`config.mk`:
```
export PLATFORM = sky130hd
export DESIGN_NAME = delay_align
export DESIGN_NICKNAME = d
export VERILOG_FILES = /design/src/rtl/delay_align_pkg.sv /design/src/rtl/delay_ram.sv /design/src/rtl/delay_align.sv
export SDC_FILE = /design/constraint.sdc
export NUM_CORES = 2
export LEC_CHECK = 0
export CAP_MARGIN = 10
export CORE_AREA = 10 10 552 554
export DETAILED_ROUTE_END_ITERATION = 7
export DIE_AREA = 0 0 562 564
export PLACE_DENSITY_LB_ADDON = 0.15
export REMOVE_ABC_BUFFERS = 1
export SYNTH_ARGS = -nofsm -noshare
export SYNTH_HDL_FRONTEND = slang
export SYNTH_MEMORY_MAX_BITS = 65536
export SYNTH_SLANG_ARGS = --single-unit
```
`constraint.sdc`:
```
create_clock -name clk -period 8 [get_ports clk]
set_clock_uncertainty 0.1 [all_clocks]
set_input_delay 2 -clock clk [delete_from_list [all_inputs] [get_ports clk]]
set_output_delay 2 -clock clk [all_outputs]
set_load 0.005 [all_outputs]
```
`src/rtl/delay_align_pkg.sv`:
```
// Shared definitions for the delay-and-sum front end: FSM encoding, default
// widths and the channel-slice helper that the summer also uses.
package delay_align_pkg;

  localparam int DEF_DATA_WIDTH   = 16;
  localparam int DEF_NUM_CHANNELS = 4;
  localparam int DEF_MAX_DELAY    = 64;
  localparam int DEF_DELAY_WIDTH  = $clog2(DEF_MAX_DELAY);
  localparam int DEF_LEN_WIDTH    = 16;
  localparam int DEF_DATA_BUS     = DEF_NUM_CHANNELS * DEF_DATA_WIDTH;
  localparam int DEF_DELAY_BUS    = DEF_NUM_CHANNELS * DEF_DELAY_WIDTH;

  typedef enum logic [1:0] {
    IDLE   = 2'd0,
    FILL   = 2'd1,
    STREAM = 2'd2
  } state_t;

  // Low bit of channel ch inside a bus packed as ch*width.
  function automatic int ch_lsb(input int ch, input int width);
    return ch * width;
  endfunction

endpackage

```
`src/rtl/delay_ram.sv`:
```
// Single-channel circular sample buffer: synchronous write port and a
// combinational read port, so the top can pick any past sample in one cycle.
module delay_ram #(
  parameter int DATA_WIDTH = 16,
  parameter int DEPTH      = 64,
  parameter int ADDR_WIDTH = $clog2(DEPTH)
) (
  input  logic                  clk,
  input  logic                  wr_en,
  input  logic [ADDR_WIDTH-1:0] wr_addr,
  input  logic [DATA_WIDTH-1:0] wr_data,
  input  logic [ADDR_WIDTH-1:0] rd_addr,
  output logic [DATA_WIDTH-1:0] rd_data
);

  logic [DATA_WIDTH-1:0] mem [DEPTH];

  always_ff @(posedge clk) begin
    if (wr_en) mem[wr_addr] <= wr_data;
  end

  assign rd_data = mem[rd_addr];

endmodule

```
`src/rtl/delay_align.sv`:
```
// Per-channel programmable delay stage: buffers samples per channel and emits
// time-aligned sample sets once every channel's delay line holds valid data.
module delay_align
  import delay_align_pkg::*;
#(
  parameter int DATA_WIDTH   = DEF_DATA_WIDTH,
  parameter int NUM_CHANNELS = DEF_NUM_CHANNELS,
  parameter int MAX_DELAY    = DEF_MAX_DELAY,
  parameter int DELAY_WIDTH  = $clog2(MAX_DELAY),
  parameter int LEN_WIDTH    = DEF_LEN_WIDTH
) (
  input  logic                                clk,
  input  logic                                reset,
  input  logic                                start,
  input  logic [NUM_CHANNELS*DELAY_WIDTH-1:0] delay_cfg,
  input  logic [LEN_WIDTH-1:0]                line_len,
  input  logic                                sample_valid,
  input  logic [NUM_CHANNELS*DATA_WIDTH-1:0]  sample_in,
  output logic [NUM_CHANNELS*DATA_WIDTH-1:0]  delayed_sample,
  output logic                                sum_en,
  output logic                                start_sum,
  output logic                                busy,
  output logic                                done
);

  state_t state, state_next;

  logic [DELAY_WIDTH-1:0] d_r [NUM_CHANNELS];
  logic [DELAY_WIDTH-1:0] dmax_r, cfg_max;
  logic [DELAY_WIDTH-1:0] wr_ptr, fill_cnt;
  logic [LEN_WIDTH-1:0]   len_r, out_cnt;
  logic                   accept, emit, last, done_next, busy_next;
  logic [NUM_CHANNELS*DATA_WIDTH-1:0] aligned;

  always_comb begin
    cfg_max = '0;
    for (int i = 0; i < NUM_CHANNELS; i++) begin
      if (delay_cfg[i*DELAY_WIDTH +: DELAY_WIDTH] > cfg_max)
        cfg_max = delay_cfg[i*DELAY_WIDTH +: DELAY_WIDTH];
    end
  end

  // Zero-delay channels bypass the RAM, whose read would return the old word.
  for (genvar i = 0; i < NUM_CHANNELS; i++) begin : g_ch
    logic [DATA_WIDTH-1:0]  rd_data;
    logic [DELAY_WIDTH-1:0] rd_addr;

    assign rd_addr = wr_ptr - d_r[i];

    delay_ram #(
      .DATA_WIDTH(DATA_WIDTH),
      .DEPTH     (MAX_DELAY),
      .ADDR_WIDTH(DELAY_WIDTH)
    ) u_ram (
      .clk    (clk),
      .wr_en  (accept),
      .wr_addr(wr_ptr),
      .wr_data(sample_in[ch_lsb(i, DATA_WIDTH) +: DATA_WIDTH]),
      .rd_addr(rd_addr),
      .rd_data(rd_data)
    );

    assign aligned[ch_lsb(i, DATA_WIDTH) +: DATA_WIDTH] =
      (d_r[i] == '0) ? sample_in[ch_lsb(i, DATA_WIDTH) +: DATA_WIDTH] : rd_data;
  end

  always_comb begin
    state_next = state;
    accept     = 1'b0;
    emit       = 1'b0;
    done_next  = 1'b0;
    last       = (out_cnt == len_r - 1'b1);
    case (state)
      IDLE: begin
        if (start) begin
          if (line_len == '0)      done_next  = 1'b1;
          else if (cfg_max == '0)  state_next = STREAM;
          else                     state_next = FILL;
        end
      end
      FILL: begin
        if (sample_valid) begin
          accept = 1'b1;
          if (fill_cnt == dmax_r) begin
            emit = 1'b1;
            if (last) begin
              done_next  = 1'b1;
              state_next = IDLE;
            end else begin
              state_next = STREAM;
            end
          end
        end
      end
      STREAM: begin
        if (sample_valid) begin
          accept = 1'b1;
          emit   = 1'b1;
          if (last) begin
            done_next  = 1'b1;
            state_next = IDLE;
          end
        end
      end
      default: state_next = IDLE;
    endcase
    // busy stays up through the done cycle of a real line, never for len==0.
    busy_next = (state_next != IDLE) || (done_next && (state != IDLE));
  end

  always_ff @(posedge clk) begin
    if (!reset) begin
      state          <= IDLE;
      delayed_sample <= '0;
      sum_en         <= 1'b0;
      start_sum      <= 1'b0;
      busy           <= 1'b0;
      done           <= 1'b0;
      wr_ptr         <= '0;
      fill_cnt       <= '0;
      out_cnt        <= '0;
    end else begin
      state     <= state_next;
      sum_en    <= emit;
      start_sum <= emit && (out_cnt == '0);
      done      <= done_next;
      busy      <= busy_next;
      if (state == IDLE && start) begin
        for (int i = 0; i < NUM_CHANNELS; i++)
          d_r[i] <= delay_cfg[i*DELAY_WIDTH +: DELAY_WIDTH];
        dmax_r   <= cfg_max;
        len_r    <= line_len;
        fill_cnt <= '0;
        out_cnt  <= '0;
      end
      if (accept) wr_ptr <= wr_ptr + 1'b1;
      if (accept && !emit) fill_cnt <= fill_cnt + 1'b1;
      if (emit) begin
        delayed_sample <= aligned;
        out_cnt        <= out_cnt + 1'b1;
      end
    end
  end

endmodule

```
==> results by stage <==
Outcome:
- The run finished with clean final reports.

Synthesis:
- Synthesis handed over a netlist of 6853 instances.
- The post-synthesis cell type count is 75.
- Counting flops with a built-in enable in the synthesized netlist gives 4142.
- The number of synthesized register bits is 4240.
- During synthesis, Yosys emitted a total of 0 warnings.
- The most used flip-flop cell after synthesis is sky130_fd_sc_hd__edfxtp_1.
- The mapped netlist covers 0.164 mm^2.
- The share of the Yosys chip area taken by registers is 77.1%.
- The synthesized area per cell is 23.9 um^2.
- In the synthesized netlist the async set-or-reset flop fraction comes to 0%.

Global routing:
- For this run, global-route usage on met3 was measured as 5.46%.
- Global routing used 42.1% of the available met2 tracks.
- For met1 alone, demand over resource in global routing was 38.2%.
- The number of global-route vias before repair is 78600.
- The most heavily used metal layer in global routing is met2.
- The final global-route overflow total is 0.
- The aggregate global-route resource usage is 26.8%.
- Entering global routing, the biggest net connects 124 pins.
- The initial antenna violation count is 41.
- The first-pass GRT wire length is 605 mm.

Clocking:
- The clock passes through at most 4 buffers.
- The tree built by TritonCTS fans out to 4240 sinks.
- Post-CTS repair changed the size of 0 cells.
- The clock tree from TritonCTS is done.
- For the worst-skew pair, the clock arrives at the later sink with an insertion delay of 0.95 ns.
- The number of CTS-inserted buffers is 423.
- The number of hold buffers added after cts is 0.
- Clock-pin slew was measured on the worst setup and hold paths at 0.06 ns.
- The total number of H-tree levels is 5.
- The number of buffers inserted by post-CTS setup repair is 0.
- The buffer type at the clock tree root is sky130_fd_sc_hd__clkbuf_16.

Power:
- The combinational cell fraction of total power is 11.9%.
- Registers are responsible for 48.7% of the overall power.
- VDD sags by at most 196 uV.
- The cell internal power dissipation is 0.0390 W.
- The standby leakage power is 58.9 nW.
- Net switching is 22.4% of the power.
- The share of total power dissipated in the clock network is 39.3%.
- In this run the power spent charging and discharging nets is 0.0113 W.
- Power spread over the standard cell area amounts to 270 mW/mm^2.

Critical path:
- The delay contributed by the slowest stage of the critical path is 0.77 ns.
- The critical path is of the input pin to register type.
- The category of the worst setup path launch point is an input pin.
- Of all nets on the critical path, the largest fanout is 6.
- The signal on the critical path passes through clkdlybuf4s50_1 -> inv_1 -> ha_1 -> and4_1 -> a211oi_1 -> a22o_1 -> nor3_1 -> ha_1 -> a21oi_1 -> a21boi_1 -> o311ai_0 -> o41ai_2 -> ha_1 -> a21oi_1 -> a21boi_0 -> o32a_1 -> inv_1 -> or4_1 -> a2111o_1 -> o2111a_1 -> a31o_1 -> a221o_1.
- The cell that appears most often on the critical path is sky130_fd_sc_hd__ha_1.
- STA classifies the critical path endpoint as a register.
- The reg-to-reg setup timing slack is 2.22 ns.
- For the worst setup path, the data required time is 8.70 ns.
- The critical path arrival is 8.04 ns.
- Among all stages on the critical path, the largest delay is contributed by sky130_fd_sc_hd__clkdlybuf4s50_1.

Floorplan:
- The area of the placeable core is 0.293 mm^2.
- The die covers 0.317 mm^2.
- The number of placement rows is 199.
- The horizontal die dimension is 562 um.
- The starting density of the core is 55.8%.
- The floorplan step set the die height to 564 um.
- During I/O placement, the number of pins put on the boundary was 176.

Timing:
- For the finished layout, the period the worst path requires is 7.34 ns.
- The final critical-path setup slack is 0.660 ns.
- At the pin with the least slew margin, the transition time is 1.28 ns.
- Setup violations remaining at the end of the flow were counted as 0.
- The share of the clock period used by the worst path is 91.8%.
- The headroom to the max-slew limit is 14.3%.
- The worst hold margin is 0.359 ns.
- Setup repair after global routing left no endpoint under its margin.
- The max-slew violation count came to 0.
- The count of endpoints failing hold in the final timing report is 0.
- Static timing analysis puts the maximum clock frequency at 0.136 GHz.

Hold path:
- The class of the worst hold path is register to register.

Placed design:
- The pre-CTS setup slack is -0.174 ns.
- At the end of routability-driven placement, the weighted congestion stood at 0.836.
- The HPWL reported at the end of detailed placement is 222 mm.
- Buffers placed on the I/O ports in this run total 175.

Finish:
- Cells fill 63.4% of the core in the end.
- The area overhead of the layout relative to synthesis is 13.6%.
- The ratio of cells with drive above 1 in the final layout is 30.1%.
- The final layout contains 7508 nets.

Routing:
- The total iterations of the first detailed-routing run is 5.
- Summing over every cut layer, the via total after detailed routing is 78300.
- For this run, design rule violations remaining after detail routing come to 0.
- In this run, the number of DRC markers left after iteration 0 of detailed routing was 10600.
- The remaining antenna violation count after routing is 0.
- After detailed routing, the number of vias per cell comes to 6.73.
- The post-detailed-route wirelength per cell is 36.8 um.
- For this block, the routed nets add up to 428 mm of wire.

Job:
- Max-cap violations in this run came to 0.
registers in the layout (all words and copies together) (netlist names):
name	count
g_ch.u_ram.mem	4096
delayed_sample	64
d_r	24
len_r	16
out_cnt	16
dmax_r	6
fill_cnt	6
wr_ptr	6
state	2
busy	1
done	1
start_sum	1
sum_en	1
layout by cell type, fill, tap and decap left out, drive strengths merged, types with 16 or more instances in the layout:
cell type / n
bufinv: 45
clkinv: 153
nand2: 93
ha: 47
inv: 78
nor2: 91
mux2: 16
nand3: 24
xor2: 20
a21oi: 30
and2: 26
o21ai: 90
clkbuf: 554
a22o: 20
dfxtp: 98
a21o: 16
clkdlybuf4s50: 115
mux4: 1280
diode: 18
mux2i: 246
buf: 308
edfxtp: 4142
nor4: 19
xnor2: 48
metrics by stage:
| step | cells | instance area, um^2 | setup TNS, ns | total power (W) |
|---|---|---|---|---|
| global route | 11600 | 186000 | 0 | 0.0518 |
| detailed placement | 10800 | 172000 | -0.174 | 0.0310 |
| floorplan | 6500 | 162000 | -274.80 | 0.0309 |
| global placement | 10800 | 172000 | 0 | 0.0310 |
| finish | 11600 | 186000 | 0 | 0.0503 |
| CTS | 11600 | 186000 | 0 | 0.0506 |
kinds of logic after synthesis:
| logic type | count (synthesis) | share of synthesized area (%) |
|---|---|---|
| flip-flops | 4240 | 77.1 |
| buffers and inverters | 418 | 1.02 |
| AND/OR/NAND/NOR | 330 | 1.01 |
| AO/OA/AOI/OAI | 200 | 0.803 |
| multiplexers | 1542 | 19.2 |
| adder cells (fa/ha/maj) | 51 | 0.408 |
| XOR/XNOR | 72 | 0.419 |
worst max-delay path, delay by kind of cell:
family,cells,cell delay (ns)
AOI/OAI and AO/OA,13,3.29
buffers and inverters,3,1.00
adders and majority gates,3,1.00
and+or+nand+nor,3,0.74
Yosys cell counts (all sizes together), types with 5 or more instances:
cell type	count	share of area (%)
and4	5	0.030
ha	47	0.36
inv	63	0.14
and2	26	0.099
buf	157	0.42
and3	13	0.050
a21o	16	0.073
a21oi	30	0.092
a22o	20	0.11
nor2b	5	0.019
or2	6	0.023
nor3	14	0.050
nor2	91	0.21
mux4	1280	18
dfxtp	98	1.2
clkbuf	196	0.45
nand2	93	0.21
a31oi	5	0.019
or3	5	0.019
xor2	20	0.11
o21ai	90	0.28
nor4	19	0.095
mux2i	246	1.5
o311ai	5	0.027
edfxtp	4142	76
nand3	24	0.073
nand4	12	0.046
mux2	16	0.11
a21boi	6	0.028
xnor2	48	0.26
path summary, 6_finish.rpt:
kind,start,endpoint,depth (start not counted)
setup / recovery,delay_cfg[2],busy,22
hold / removal,delayed_sample[57],delayed_sample[57],2
setup reg to reg,wr_ptr[0],delayed_sample[8],11
hold reg to reg,delayed_sample[57],delayed_sample[57],2
power by group through the flow:
stage          combinational (W)  clock, W  sequential, W
4_1_cts                  0.00610    0.0200         0.0245
3_5_place_dp             0.00608         0         0.0249
6_report                 0.00600    0.0198         0.0245
3_3_place_gp             0.00601         0         0.0249
5_1_grt                  0.00641    0.0209         0.0245
2_1_floorplan            0.00601         0         0.0249
layer usage:
metal / vias to the layer above / wire (um)
li1: 30500 / -
met1: 42700 / 162000
met2: 4294 / 206000
met3: 815 / 43900
met4: 10 / 16100
met5: - / 63
cell type report:
type                    instances  area, um^2
multi-input cells            2195       36500
repair buffers                424        4130
well taps                    3919        4900
inverters                      65         244
clock inverters               223        2410
clock buffers                 553       11500
fillers                     19300      107000
flip-flops and latches       4240      126000
diodes                         18        45.0
Note: power is estimated with default switching activity, not from simulation.
